### src/rtl/instruction_phase_sequencer_pkg.sv
// Shared encodings for the instruction phase sequencer.
// State vector is one-hot so phase strobes come straight from flops.
package instruction_phase_sequencer_pkg;

  localparam int SEQ_ONEHOT_W = 7;
  localparam int SEQ_WAIT_W = 8;
  localparam int SEQ_WAIT_TIMEOUT_DEF = 15;

  localparam int SEQ_RST_BIT = 0;
  localparam int SEQ_FETCH_BIT = 1;
  localparam int SEQ_DECODE_BIT = 2;
  localparam int SEQ_EXECUTE_BIT = 3;
  localparam int SEQ_COMMIT_BIT = 4;
  localparam int SEQ_INTR_BIT = 5;
  localparam int SEQ_HALT_BIT = 6;

  typedef enum logic [SEQ_ONEHOT_W-1:0] {
    SEQ_RST     = 7'b000_0001,
    SEQ_FETCH   = 7'b000_0010,
    SEQ_DECODE  = 7'b000_0100,
    SEQ_EXECUTE = 7'b000_1000,
    SEQ_COMMIT  = 7'b001_0000,
    SEQ_INTR    = 7'b010_0000,
    SEQ_HALT    = 7'b100_0000
  } seq_state_e;

endpackage

### src/rtl/instruction_phase_sequencer_bus_wait_timer.sv
// Bus wait-cycle counter; EXPIRED flags the wait cycle that
// would bring the count up to WAIT_TIMEOUT.
module instruction_phase_sequencer_bus_wait_timer
  import instruction_phase_sequencer_pkg::*;
#(
  parameter int WAIT_TIMEOUT = SEQ_WAIT_TIMEOUT_DEF
) (
  input  logic CLK,
  input  logic RESET,
  input  logic CLR,
  input  logic INC,
  output logic EXPIRED
);

  localparam logic [SEQ_WAIT_W-1:0] LIMIT =
    SEQ_WAIT_W'(WAIT_TIMEOUT - 1);

  logic [SEQ_WAIT_W-1:0] cnt_q;
  logic [SEQ_WAIT_W-1:0] cnt_d;

  assign EXPIRED = INC && (cnt_q == LIMIT);

  always_comb begin
    cnt_d = cnt_q;
    if (CLR) begin
      cnt_d = '0;
    end else if (INC) begin
      cnt_d = cnt_q + SEQ_WAIT_W'(1);
    end
  end

  always_ff @(posedge CLK or negedge RESET) begin
    if (!RESET) begin
      cnt_q <= '0;
    end else begin
      cnt_q <= cnt_d;
    end
  end

endmodule

### src/rtl/instruction_phase_sequencer.sv
// CPU phase controller: F/D/E/C strobes, bus-wait stretching,
// bus timeout, and commit-time interrupt/halt arbitration.
module instruction_phase_sequencer
  import instruction_phase_sequencer_pkg::*;
#(
  parameter int WAIT_TIMEOUT = SEQ_WAIT_TIMEOUT_DEF,
  parameter int COUNT_W = 16
) (
  input  logic               CLK,
  input  logic               RESET,
  input  logic               BUS_WAIT,
  input  logic               MEM_RD,
  input  logic               IRQ,
  input  logic               IE,
  input  logic               HALT_REQ,
  input  logic               RUN,
  output logic               FETCH,
  output logic               DECODE,
  output logic               EXECUTE,
  output logic               COMMIT,
  output logic               IR_LOAD,
  output logic               INT_ACK,
  output logic               HALTED,
  output logic               BUS_ERR,
  output logic [COUNT_W-1:0] INSTR_COUNT
);

  seq_state_e         state_q;
  seq_state_e         state_d;
  logic               err_q;
  logic               err_d;
  logic [COUNT_W-1:0] count_q;
  logic [COUNT_W-1:0] count_d;

  logic wait_clr;
  logic wait_inc;
  logic wait_exp;
  logic irq_take;

  instruction_phase_sequencer_bus_wait_timer #(
    .WAIT_TIMEOUT(WAIT_TIMEOUT)
  ) u_timer (
    .CLK    (CLK),
    .RESET  (RESET),
    .CLR    (wait_clr),
    .INC    (wait_inc),
    .EXPIRED(wait_exp)
  );

  assign irq_take = IRQ && IE;

  always_comb begin
    state_d  = state_q;
    err_d    = err_q;
    count_d  = count_q;
    wait_clr = 1'b1;
    wait_inc = 1'b0;
    unique case (state_q)
      SEQ_RST: begin
        state_d = SEQ_FETCH;
      end
      SEQ_FETCH: begin
        if (BUS_WAIT) begin
          wait_inc = 1'b1;
          wait_clr = wait_exp;
          if (wait_exp) begin
            err_d   = 1'b1;
            state_d = SEQ_HALT;
          end
        end else begin
          state_d = SEQ_DECODE;
        end
      end
      SEQ_DECODE: begin
        state_d = SEQ_EXECUTE;
      end
      SEQ_EXECUTE: begin
        if (MEM_RD && BUS_WAIT) begin
          wait_inc = 1'b1;
          wait_clr = wait_exp;
          if (wait_exp) begin
            err_d   = 1'b1;
            state_d = SEQ_HALT;
          end
        end else begin
          state_d = SEQ_COMMIT;
        end
      end
      SEQ_COMMIT: begin
        count_d = count_q + COUNT_W'(1);
        if (irq_take) begin
          state_d = SEQ_INTR;
        end else if (HALT_REQ) begin
          state_d = SEQ_HALT;
        end else begin
          state_d = SEQ_FETCH;
        end
      end
      SEQ_INTR: begin
        state_d = SEQ_FETCH;
      end
      SEQ_HALT: begin
        // A latched bus error masks interrupts until RUN clears it
        if (irq_take && !err_q) begin
          state_d = SEQ_INTR;
        end else if (RUN) begin
          err_d   = 1'b0;
          state_d = SEQ_FETCH;
        end
      end
      default: begin
        state_d = SEQ_RST;
      end
    endcase
  end

  always_ff @(posedge CLK or negedge RESET) begin
    if (!RESET) begin
      state_q <= SEQ_RST;
      err_q   <= 1'b0;
      count_q <= '0;
    end else begin
      state_q <= state_d;
      err_q   <= err_d;
      count_q <= count_d;
    end
  end

  assign FETCH       = state_q[SEQ_FETCH_BIT];
  assign DECODE      = state_q[SEQ_DECODE_BIT];
  assign EXECUTE     = state_q[SEQ_EXECUTE_BIT];
  assign COMMIT      = state_q[SEQ_COMMIT_BIT];
  assign INT_ACK     = state_q[SEQ_INTR_BIT];
  assign HALTED      = state_q[SEQ_HALT_BIT];
  assign IR_LOAD     = state_q[SEQ_FETCH_BIT] && !BUS_WAIT;
  assign BUS_ERR     = err_q;
  assign INSTR_COUNT = count_q;

endmodule

### config.mk
export PLATFORM = sky130hd
export DESIGN_NAME = instruction_phase_sequencer
export DESIGN_NICKNAME = d
export VERILOG_FILES = /design/src/rtl/instruction_phase_sequencer_pkg.sv /design/src/rtl/instruction_phase_sequencer_bus_wait_timer.sv /design/src/rtl/instruction_phase_sequencer.sv
export SDC_FILE = /design/constraint.sdc
export NUM_CORES = 1
export LEC_CHECK = 0
export ABC_AREA = 1
export CAP_MARGIN = 5
export CORE_UTILIZATION = 45
export DETAILED_ROUTE_END_ITERATION = 16
export GPL_ROUTABILITY_DRIVEN = 1
export GPL_TIMING_DRIVEN = 0
export HOLD_SLACK_MARGIN = 0.1
export PLACE_DENSITY = 0.69
export SKIP_CTS_REPAIR_TIMING = 1
export SLEW_MARGIN = 10
export SYNTH_ARGS = -nofsm -noshare
export SYNTH_HDL_FRONTEND = slang
export SYNTH_HIERARCHICAL = 1
export SYNTH_SLANG_ARGS = --single-unit
export TNS_END_PERCENT = 50
### constraint.sdc
create_clock -name CLK -period 3.1 [get_ports CLK]
set_input_delay 0.465 -clock CLK [delete_from_list [all_inputs] [get_ports CLK]]
set_output_delay 0.465 -clock CLK [all_outputs]
set_load 0.02 [all_outputs]
## Yosys cells after proc, flatten, opt, wreduce, memory -nomap -nowiden

Index checks and enable logic that the tools add are counted.

- Flip-flop bits (word level): 32
- Bits of input ports: 8

- Add/sub/neg operators: 2
- Eq/ne operators: 13
- Muxes and demuxes: 22
- Reduce and logical (&&, ||, !) cells: 11

Operators with widths:

| kind | number |
|---|---|
| $mux 7 | 7 |
| $pmux 7 s6 | 1 |
| $add 16x1->16 const B | 1 |
| $mux 8 | 2 |
| $mux 1 | 9 |
| $add 8x1->8 const B | 1 |
| $eq 8x4->1 const B | 1 |
| $ne 2x2->1 const B | 4 |
| $eq 7x1->1 const B | 1 |
| $eq 7x2->1 const B | 1 |
| $eq 7x3->1 const B | 1 |
| $eq 7x4->1 const B | 1 |
| $eq 7x5->1 const B | 1 |
| $eq 7x6->1 const B | 1 |
| $eq 7x7->1 const B | 1 |
| $logic_and 1x1->1 | 5 |
| $reduce_and 5->1 | 1 |
| $pmux 1 s2 | 2 |
| $ne 3x3->1 const B | 1 |
| $pmux 1 s3 | 1 |
| $reduce_bool 3->1 | 1 |
| $logic_not 1->1 | 2 |
| $reduce_bool 2->1 | 1 |
| $reduce_or 2->1 | 1 |

## Depth between registers and ports, before layout

- Word-level depth: 7
- Gate-level depth with buffers: 16

## Hierarchy

The synthesis kept the hierarchy.

Modules (own cells, without submodules):

| module | instances | cells each | area each (um^2) |
|---|---|---|---|
| instruction_phase_sequencer | 1 | 193 | 1437.6 |
| instruction_phase_sequencer_bus_wait_timer | 1 | 61 | 469.2 |

## Least setup slack after synthesis

Ideal clock, no wire load.

- Path type: register -> register
- From: register state_q[5]
- To: register u_timer.cnt_q[4]
- Library setup time: 0.117 ns
- Data arrival time: 2.245 ns
- Data required time: 2.983 ns
- Setup slack: 0.738 ns
- Stages on the path, launching flop included: 16
- Path buffers: 1
- Cells stage by stage: dfrtp_1 > inv_1 > nand2_1 > nor2_4 > nand2_1 > o21ai_2 > buf_6 > nand3_1 > nor4_1 > a21oi_1 > nand3_1 > nor2_4 > nor3_1 > nand2_1 > nand2_1 > nor2_1

- Cells in the longest elaborated chain, start to end: 6

RTL lines:

| element | line | source |
|---|---|---|
| start: declaration | instruction_phase_sequencer.sv:28 | `seq_state_e state_q;` |
| start signal: assignment | instruction_phase_sequencer.sv:123 | `state_q <= state_d;` |
| $eq 7x4->1 / $eq 7x2->1 (equally long branches) | instruction_phase_sequencer.sv:58 | `unique case (state_q)` |
| $pmux 1 s2 (*) | instruction_phase_sequencer.sv:58 |  |
| via wait_inc | instruction_phase_sequencer.sv:36 | `logic wait_inc;` |
| $logic_and 1x1->1 (*) | instruction_phase_sequencer_bus_wait_timer.sv:21 | `assign EXPIRED = INC && (cnt_q == LIMIT);` |
| via wait_exp | instruction_phase_sequencer.sv:37 | `logic wait_exp;` |
| $mux 1 (on tied branches) | instruction_phase_sequencer.sv:78, instruction_phase_sequencer.sv:63 |  |
| $pmux 1 s2 (*) | instruction_phase_sequencer.sv:58 |  |
| via wait_clr | instruction_phase_sequencer.sv:35 | `logic wait_clr;` |
| $mux 8 / $reduce_bool 2->1 (equally long branches) | -- |  |
| end signal: assignment | instruction_phase_sequencer_bus_wait_timer.sv:36 | `cnt_q <= cnt_d;` |
| end: declaration | instruction_phase_sequencer_bus_wait_timer.sv:18 | `logic [SEQ_WAIT_W-1:0] cnt_q;` |

The timed path passes the listed nets; every way through them passes the cells marked *.
A chain may end at the register's enable or synchronous reset.

## Worst setup path after layout

- From: register state_q[1]
- To: register u_timer.cnt_q[4]

The elaborated chain is that of the path after synthesis.

==> reports/metrics.cfg <==
[sta]
fin_worst_skew_ns = 0.00793
finalSetupViolCount = 0
min_period_ns = 2.73
worst_slew_margin_rel_pct = 49.6
tightest_slew_ns = 0.756
slew_violations = 0
whs_ns = 0.243
hold_viol = 0
setup_slack_ns = 0.369
rsz0062_at_grt = false
finalSetupTns_ns = 0
fin_crit_sh_pct = 88.1
fmax_mhz = 366

[setup_path]
reg2reg_slack_ns = 0.37
path_cells = inv_1 -> nand2_1 -> nor2_1 -> nand2_1 -> o21ai_2 -> buf_6 -> nand3_1 -> nor4_1 -> a21oi_1 -> nand3_1 -> nor2_4 -> nor3_1 -> nand2_1 -> nand2_1 -> nor2_1
crit_fanout = 8
crit_required_ns = 3.29
critPathKind = reg -> reg
setup.worst_path.end_class = flip-flop
crit_path_max_incr_delay_ns = 0.56
crit_top_cell = nand2_1
start_kind = flip-flop
arrival_ns = 2.92
crit_slowest_cell = nor4_1

[clocking]
cts-htree-levels = 2
insertion_delay_ns = 0.29
clk_pin_slew_ns = 0.07
cts_buffer_depth = 2
cts_made_buffers = 5
tritoncts = yes
cts.sinks = 32
root_buffer = clkbuf_8

[placed_design]
dp_hpwl_um = 2950
port-buffer-count = 31
dp_slack_ns = 0.0985
routabilityCongestion = 0.846

[global_routing]
grt_pass1_wl_um = 6930
grt.total_usage_pct = 21.0
grt_pass1_vias = 1597
grt_max_degree = 33
grt_antenna_before_repair = 0
gr-total-overflow = 0

[synthesis]
ys.flop_type = dfrtp_1
synth_cell_types = 27
async_reset_ff_share_pct = 100
synth.top_cell.area_share_pct = 40.7
syn_area_sq_um = 1910
avgSynthCellArea_sq_um = 7.51
synthTopCellsByArea = dfrtp_1 (41%), nand2_1 (12%), nand3_1 (7.1%), inv_1 (6.7%), nor2_1 (6.1%)
syn_nets = 265
yosysWarnings = 6
synth.most_common_cell = nand2_1
synth_edf_count = 0
synth.largest_area_cell = dfrtp_1
synth_common_cells = nand2_1 (63), inv_1 (34), dfrtp_1 (31), nor2_1 (31), nand3_1 (27)
postSynthCellCount = 254
ys_seq_area_share_pct = 42.1
synth_seq_cells = 32

[outcome]
status = finished, final reports clean

[floorplan]
die_area_sq_um = 4500
start_util_pct = 47.3
rows = 23
die_h_um = 67.1
pin_count = 32
die_width_um = 67.1
core_sq_um = 4030

[drt]
ant_nets = 0
vias = 1684
finalWirelength_um = 4000
firstDrtPassIters = 4
viasPerCell = 4.91
drtIter0Drc = 54
drc = 0
route.detailed.wl_per_inst_um = 11.7

[run]
maxCapViolCount = 0

[power_and_ir_drop]
vdd_drop_max_v = 0.000241
p_per_area_nw_per_um2 = 508
power.leakage_nw = 1.10

[final_layout]
regArea_sq_um = 802
drive_gt1_share_pct = 10.6
fill_cells = 387
multiInputGateArea_sq_um = 940
insertedDiodeCount = 0
areaGrowthSynthToFinish_pct = 25.9
nets = 303

[min_path]
worstHoldPathType = in -> async

## worst max-delay path, delay by kind of cell (launching register included)
kind	cells	cell delay, ns
AO/OA/AOI/OAI	2	0.29
buffers and inverters	2	0.30
flip-flops	1	0.42
AND/OR/NAND/NOR	11	1.63
## where the power goes
group	switching, mW	internal, mW	leakage [nW]
sequential	0.0300	0.449	0.442
combinational	0.186	0.114	0.596
clock	0.158	0.284	0.0645
## path summary, 6_finish.rpt
check                                        startpoint                            to  cells after the start
min in group CLK           u_timer/cnt_q[3]$_DFFE_PN0P_  u_timer/cnt_q[3]$_DFFE_PN0P_                      1
hold / removal                                    RESET  u_timer/cnt_q[1]$_DFFE_PN0P_                      1
hold reg to reg            u_timer/cnt_q[3]$_DFFE_PN0P_  u_timer/cnt_q[3]$_DFFE_PN0P_                      1
setup / recovery                 state_q[1]$_DFFE_PN0P_  u_timer/cnt_q[4]$_DFFE_PN0P_                     15
setup reg to reg                 state_q[1]$_DFFE_PN0P_  u_timer/cnt_q[4]$_DFFE_PN0P_                     15
max in group asynchronous                         RESET        state_q[3]$_DFFE_PN0P_                      1
## per-layer routing
layer	share of wire (%)	GRT usage [%]	vias up
met3	4.0	4.11	8
met5	0	0	-
li1	-	-	882
met4	1.8	9.57	0
met1	46	25.5	759
met2	48	35.4	35
## state kept, by name (all words and copies together), names as in the netlist
name           count
BUS_ERR            1
INSTR_COUNT       16
state_q            7
u_timer/cnt_q      8
## kinds of logic (layout without fill, tap and decap cells)
| logic type | count (synthesis) | in the layout | synth area share [%] |
|---|---|---|---|
| xor+xnor | 11 | 11 | 5.05 |
| compound gates | 18 | 18 | 5.05 |
| buf+inv | 39 | 78 | 8.66 |
| simple gates | 151 | 151 | 37.2 |
| flops | 32 | 32 | 42.1 |
| fa+ha+maj | 3 | 3 | 1.97 |
## per-stage QoR
| step | util, % | total power [mW] | std cells | area [sq um] |
|---|---|---|---|---|
| 3_5_place_dp | 56.5 | 0.786 | 335 | 2270 |
| 4_1_cts | 59.6 | 1.23 | 343 | 2400 |
| 6_report | 59.6 | 1.22 | 343 | 2400 |
| 3_3_place_gp | 56.6 | 0.784 | 335 | 2280 |
| 2_1_floorplan | - | 0.690 | 254 | 1910 |
| 5_1_grt | 59.6 | 1.28 | 343 | 2400 |
## final cells by class
class	instances	area share, %
inverter	36	5.63
buffer	3	1.25
multi-input combinational	183	39.1
clock buffer	7	4.01
clock inverter	1	1.25
sequential	32	33.4
tap	50	2.61
timing repair buffer	31	12.7
## cells in the final DEF, fill, tap and decap left out, types with 2 or more instances in the layout
master,synthesis,layout
inv_2,2,2
nand4_1,7,7
nand2_1,63,63
clkbuf_8,0,7
ha_1,3,3
buf_6,2,2
nor3_2,3,3
nand2_2,3,3
o21ai_0,4,4
o21ai_1,8,8
nor2_1,31,31
nor2_2,3,3
inv_1,34,34
xnor2_1,5,5
dfrtp_1,31,31
xor2_1,6,6
nand3_1,27,27
nor2_4,4,4
a21oi_1,4,4
nor3_1,6,6
clkdlybuf4s50_1,0,30
(Power assumes the default switching activity.)
